[src/rtl/seq_signed_mult_n.sv]
// Sequential signed multiplier: sign-magnitude shift-and-add over WIDTH cycles.
// Define MULT_EARLY_EXIT_EN to finish as soon as the remaining multiplier bits are zero.
module seq_signed_mult_n #(
    parameter int WIDTH = 8
) (
    input  logic                 sys_clk,
    input  logic                 rst_n,
    input  logic                 start,
    input  logic [WIDTH-1:0]     multiplier,
    input  logic [WIDTH-1:0]     multiplicand,
    output logic                 busy,
    output logic                 done,
    output logic                 zflag,
    output logic [2*WIDTH-2:0]   product_mag,
    output logic                 sign,
    output logic [2*WIDTH-1:0]   product
);

    localparam int PW = 2 * WIDTH - 1;

    typedef enum logic [1:0] {
        IDLE = 2'd0,
        RUN  = 2'd1,
        DONE = 2'd2
    } state_t;

    state_t          state;
    logic [WIDTH-1:0] scan;
    logic [PW-1:0]    addend;
    logic [PW-1:0]    acc;
    logic             pend_sign;

    logic [PW-1:0]    acc_sum;
    logic             last_edge;
    logic             res_sign;
    logic [PW:0]      res_prod;

`ifndef MULT_EARLY_EXIT_EN
    localparam int CNT_W = $clog2(WIDTH);
    localparam logic [CNT_W-1:0] CNT_LAST = CNT_W'(WIDTH - 1);
    logic [CNT_W-1:0] cnt;
`endif

    // Magnitude as an unsigned WIDTH-bit value; the most negative operand maps
    // to 2^(WIDTH-1), which still fits because the result is read as unsigned.
    function automatic logic [WIDTH-1:0] mag_of(input logic [WIDTH-1:0] v);
        return v[WIDTH-1] ? (~v + WIDTH'(1)) : v;
    endfunction

    assign zflag = (scan == '0);

    // NOTE: every signal written here gets a default first, so no latch can be inferred.
    always_comb begin
        acc_sum   = acc + (scan[0] ? addend : '0);
        res_sign  = pend_sign & (acc_sum != '0);
        res_prod  = res_sign ? (~{1'b0, acc_sum} + (PW + 1)'(1)) : {1'b0, acc_sum};
`ifdef MULT_EARLY_EXIT_EN
        last_edge = ((scan >> 1) == '0);
`else
        last_edge = (cnt == CNT_LAST);
`endif
    end

    // NOTE: all state below uses non-blocking assignments so every register
    // samples the pre-edge values of its neighbours.
    always_ff @(posedge sys_clk or negedge rst_n) begin
        if (!rst_n) begin
            state       <= IDLE;
            busy        <= 1'b0;
            done        <= 1'b0;
            scan        <= '0;
            addend      <= '0;
            acc         <= '0;
            pend_sign   <= 1'b0;
            product_mag <= '0;
            sign        <= 1'b0;
            product     <= '0;
`ifndef MULT_EARLY_EXIT_EN
            cnt         <= '0;
`endif
        end else begin
            case (state)
                IDLE, DONE: begin
                    done <= 1'b0;
                    if (start) begin
                        scan      <= mag_of(multiplier);
                        addend    <= PW'(mag_of(multiplicand));
                        acc       <= '0;
                        pend_sign <= multiplier[WIDTH-1] ^ multiplicand[WIDTH-1];
`ifndef MULT_EARLY_EXIT_EN
                        cnt       <= '0;
`endif
                        busy      <= 1'b1;
                        state     <= RUN;
                    end else begin
                        busy      <= 1'b0;
                        state     <= IDLE;
                    end
                end

                RUN: begin
                    acc    <= acc_sum;
                    addend <= addend << 1;
                    scan   <= scan >> 1;
`ifndef MULT_EARLY_EXIT_EN
                    cnt    <= cnt + 1'b1;
`endif
                    // Results are only published on the final edge so they hold steady during RUN.
                    if (last_edge) begin
                        product_mag <= acc_sum;
                        sign        <= res_sign;
                        product     <= res_prod;
                        busy        <= 1'b0;
                        done        <= 1'b1;
                        state       <= DONE;
                    end
                end

                default: begin
                    busy  <= 1'b0;
                    done  <= 1'b0;
                    state <= IDLE;
                end
            endcase
        end
    end

endmodule

[config.mk]
export PLATFORM = sky130hd
export DESIGN_NAME = seq_signed_mult_n
export DESIGN_NICKNAME = d
export VERILOG_FILES = /design/src/rtl/seq_signed_mult_n.sv
export SDC_FILE = /design/constraint.sdc
export NUM_CORES = 1
export LEC_CHECK = 0
export CAP_MARGIN = 0
export CELL_PAD_IN_SITES_DETAIL_PLACEMENT = 1
export CELL_PAD_IN_SITES_GLOBAL_PLACEMENT = 2
export CORE_MARGIN = 3
export CORE_UTILIZATION = 29
export CTS_BUF_LIST = sky130_fd_sc_hd__clkbuf_2
export CTS_CLUSTER_DIAMETER = 120
export DETAILED_ROUTE_END_ITERATION = 6
export PLACE_DENSITY = 0.72
export RECOVER_POWER = 50
export SLEW_MARGIN = 15
export SYNTH_ARGS = -nofsm -noshare
export SYNTH_HDL_FRONTEND = slang
export SYNTH_SLANG_ARGS = --single-unit
[constraint.sdc]
create_clock -name sys_clk -period 3.9 [get_ports sys_clk]
set_clock_uncertainty 0.05 [all_clocks]
set_input_delay 0.585 -clock sys_clk [delete_from_list [all_inputs] [get_ports sys_clk]]
set_output_delay 0.585 -clock sys_clk [all_outputs]
set_load 0.05 [all_outputs]
Yosys cells after proc, flatten, opt, wreduce, memory -nomap -nowiden
Cells that the tools add are included.
Storage, ports and cells
  register bits after elaboration: 78
  bits of input ports: 19
  output and inout bits: 35
  logic and storage cells: 54
Operators by class
  $add $sub $neg: 5
  eq/ne operators: 5
  muxes and demuxes: 20
  bitwise operators: 5
  reduce and logical (&&, ||, !) cells: 8
Operators by type and width (count)
  $pmux W15 S2: 2
  $mux W15: 3
  $mux W8: 3
  $add A16 B1 Y16 const B: 1
  $add A8 B1 Y8 const B: 2
  $mux W16: 1
  $not A15 Y16: 1
  $not A8 Y8: 2
  $pmux W8 S2: 1
  $add A15 B15 Y15: 1
  $reduce_bool A15 Y1: 1
  $logic_not A8 Y1: 1
  $pmux W3 S2: 1
  $reduce_and A2 Y1: 3
  $mux W1: 5
  $ne A2 B2 Y1 const B: 2
  $pmux W2 S2: 1
  $add A3 B1 Y3 const B: 1
  $eq A3 B3 Y1 const B: 1
  $mux W3: 1
  $eq A2 B1 Y1 const B: 1
  $eq A2 B2 Y1 const B: 1
  $logic_not A2 Y1: 1
  $mux W2: 1
  5 further kinds: 5

Depth between registers and ports, before layout
  word-level depth: 5
  depth in mapped cells: 13

Worst setup path before layout
Ideal clock, no wire load.
  kind: reg2reg
  start: register scan[0]
  end: register product[1]
  data arrival time: 3.127 ns
  required time: 3.713 ns
  path slack: 0.587 ns
  stages on the path, launching flop included: 12
  buffers on the path: 0
  cell sequence: dfrtp_1 and2_1 ha_1 fa_1 a211oi_2 nor3b_1 a211oi_4 nand4b_1 or4_4 o41ai_4 mux2i_1 a21oi_1
Between the ends
  longest elaborated chain between the ends: 5
  elaborated cells on any way between the ends: 7
  those cells by class: add/sub: 2; mux: 2; bitwise: 2; reduce/logical: 1
Ends and longest elaborated chain
  start, declared: line 28  | logic [WIDTH-1:0] scan;
  start signal, assigned: line 86  | scan <= mag_of(multiplier);
  start signal, assigned: line 104  | scan <= scan >> 1;
  $mux W15 (*): line 54  | acc_sum = acc + (scan[0] ? addend : '0);
  $add A15 B15 Y15 (*): line 54
  $not A15 Y16 / $reduce_bool A15 Y1 (equally long branches): line 56, 55
  $add A16 B1 Y16 / $and A1 B1 Y1 (equally long branches): line 56, 55
  $mux W16 (*): line 56  | res_prod = res_sign ? (~{1'b0, acc_sum} + (PW + 1)'(1)) : {1'b0, acc_sum};
  end signal, assigned: line 112  | product <= res_prod;
  end, declared: line 16  | output logic [2*WIDTH-1:0] product
Every way passes the cells marked *; elsewhere a longest branch is shown, timed or not.
A chain may end at the register's enable or synchronous reset.

Worst setup path after layout
  start: register scan[0]
  end: register product[9]
The elaborated chain is that of the path after synthesis.

==> metrics.cfg <==
[grt]
grt_max_degree=76
grt_pass1_wl_mm=20.6
antenna_found_initial=0
grt_remaining_overflow=0
gr-usage-all-layers_pct=15.4
grt_pass1_vias=3915

[synth]
synth_top_family_by_area=compound AO/OA/AOI/OAI gates
synthAdderAreaFrac_pct=5.80
synth_area_per_cell_um2=9.31
netlist-cell-type-count=62
synth_compound_area_share_pct=21.9
netlist_instances=477
synth-main-ff-cell=dfrtp_1
ys_ff_latch=75
synth_mux_area_share_pct=0.676
yosys.area_share.simple_pct=20.2
yosys_warnings=0
synth_edf_count=0
ys_seq_area_share_pct=42.3
synth_area_leader_cell=dfrtp_1
syn_nets=516
ys_top_cells_by_area=dfrtp_1 (42%), nand2_1 (6.5%), ha_1 (5.4%)
postSynth.asyncResetShare_pct=100
synth_xor_area_share_pct=5.72
netlist_area_mm2=0.00444
synth_top_area_share_pct=42.3

[critical_path]
worst_ep_arrival_time_ns=4.14
path_class=reg2reg
endpoint_kind=flip-flop
cp_max_fo=8
reg2reg_depth=13
start_kind=flip-flop
cp.required_ns=4.38

[min_path]
worstHoldPathType=in2async

[detailed_routing]
firstDrtPassIters=4
drc=0
ant_nets=0
viasPerCell=5.13
first_iter_violations=172
wl_per_cell_um=17.0
routed_wl_mm=12.3
dr_total_vias=3695

[placement]
dp_slack_ns=0.0275
post-dp-hpwl_mm=9.11
portBuffers=53
placed_cells=701
place.gp.congestion=0.872

[pwr]
power_uw=5300
ir_drop_v=0.000247
powerDensity_mw_per_mm2=994
leakage_uw=0.00235

[run_status]
violations=capacitance limit, slew limit
outcome=complete, but fails checks

[finish]
postLayoutCoreUtil_pct=36.2
syn2layout_area_growth_pct=20.1
fill_cells=1715
nNetsFinal=568
layout-drive-gt1-share_pct=8.80
final_cells=720

[die]
dieArea_mm2=0.0168
coreArea_mm2=0.0148
die-width_um=130
io_pins=54
row_count=44
die_h_um=130
start_util_pct=30.1

[clock_tree]
h-tree-depth=3
clk_path_buf_depth=2
numCtsBuffers=9
insertion_delay_ns=0.58
clk_pin_slew_worst_paths_ns=0.20
clock-sinks=75
cts_tree=built
cts_root_buf=clkbuf_2

[timing]
setup_ws_ns=0.245
hold_violations=0
relSlewSlack_pct=-24.2
worst_pin_slew_ns=1.86
fmax_ghz=0.274
period_minus_slack_ns=3.65
fin_crit_sh_pct=93.7
finalMaxSlewViolations=116
setup-violations-final=0

[flow_run]
cap_viol_max_count=2

where the power goes:
group | switching [uW] | internal (uW) | leakage (uW)
Sequential | 259 | 1130 | 0.000934
Clock | 281 | 205 | 0.0000805
Combinational | 2130 | 1300 | 0.00134
worst paths after layout:
| kind | startpoint | endpoint | slack, ns |
|---|---|---|---|
| min in group sys_clk | product_mag[8]$_DFFE_PN0P_ | product_mag[8]$_DFFE_PN0P_ | 0.46 |
| min | rst_n | product[2]$_DFFE_PN0P_ | 0.43 |
| min reg2reg | product_mag[8]$_DFFE_PN0P_ | product_mag[8]$_DFFE_PN0P_ | 0.46 |
| max | scan[0]$_DFFE_PN0P_ | product[9]$_DFFE_PN0P_ | 0.25 |
| max reg2reg | scan[0]$_DFFE_PN0P_ | product[9]$_DFFE_PN0P_ | 0.25 |
| max in group asynchronous | rst_n | scan[0]$_DFFE_PN0P_ | 2.15 |
cell usage in the layout, fill, tap and decap left out, drive strengths merged, types with 5 or more instances in the layout:
master,instances
a21oi,16
a221oi,5
or4,5
o21ai,45
clkbuf,10
a21o,9
clkinv,5
buf,17
clkdlybuf4s50,52
and2,14
nor2,23
inv,7
a22oi,12
dfrtp,75
nand2,77
o31ai,8
nand2b,5
ha,19
nor3,10
a22o,16
nor2b,8
xor2,15
a211oi,7
nand3,7
xnor2,14
registers in the layout, summed over array words and instances (netlist names):
register     flops
acc             15
addend          15
cnt              3
done             1
pend_sign        1
product         15
product_mag     15
scan             8
sign             1
state            1
cells in the mapped netlist, drive strengths merged (3+ instances only):
cell type	count
and2	14
or3	4
ha	19
nand2b	5
nor3b	4
clkbuf	19
a221oi	5
or4	5
o21ai	45
dfrtp	75
mux2i	3
a31oi	3
a22o	16
a21o	9
xor2	15
nor2b	8
buf	10
nor2	23
nor3	10
inv	7
a211oi	7
a21oi	16
o21bai	3
nand2	77
xnor2	14
a22oi	12
nand3b	3
nand4	3
o31ai	8
nand3	7
repair_timing:
item                       in CTS  in global routing
setup endpoints to repair       0                  8
setup buffers                   0                  1
hold buffers                    0                  0
gates resized for setup         0                  1
hold endpoints to repair        0                  0
layout make-up:
class | instances | area, um^2 | area share, %
repair buffers | 70 | 653 | 12.2
multi-input cells | 366 | 2410 | 45.2
flip-flops and latches | 75 | 1880 | 35.2
well taps | 184 | 230 | 4.32
clock buffers | 9 | 45.0 | 0.844
inverters | 7 | 26.3 | 0.493
clock inverters | 7 | 82.6 | 1.55
diodes | 2 | 5.00 | 0.0938
logic make-up after synthesis:
| family | count (synthesis) |
|---|---|
| fa+ha+maj | 20 |
| buf+inv | 36 |
| xor+xnor | 29 |
| simple gates | 176 |
| mux | 3 |
| flops | 75 |
| compound gates | 138 |
metrics by stage:
step / hold slack [ns] / area, um^2 / TNS, ns
finish: 0.430 / 5330 / 0
global route: 0.483 / 5330 / -0.000929
CTS: 0.0438 / 5330 / 0
detailed placement: 0.416 / 5200 / 0
global placement: 0.412 / 5200 / 0
floorplan: 0.239 / 4440 / 0
worst max-delay path, cell delays in order (launching register included):
cell	delay, ns
dfrtp_2	0.49
and2_1	0.16
ha_1	0.24
fa_1	0.49
a211oi_2	0.34
o211ai_1	0.21
a41oi_1	0.41
nor2b_1	0.11
a32oi_1	0.24
buf_4	0.19
nor4_2	0.05
buf_4	0.17
or3_1	0.34
a21oi_1	0.12
layer usage:
| metal | part of all wire, % | track usage, % |
|---|---|---|
| met1 | 50 | 21.4 |
| met2 | 45 | 24.2 |
| met3 | 3.4 | 3.27 |
| met4 | 1.5 | 4.77 |
| met5 | 0 | 0 |
No activity file was read; power rests on OpenSTA's default activity.
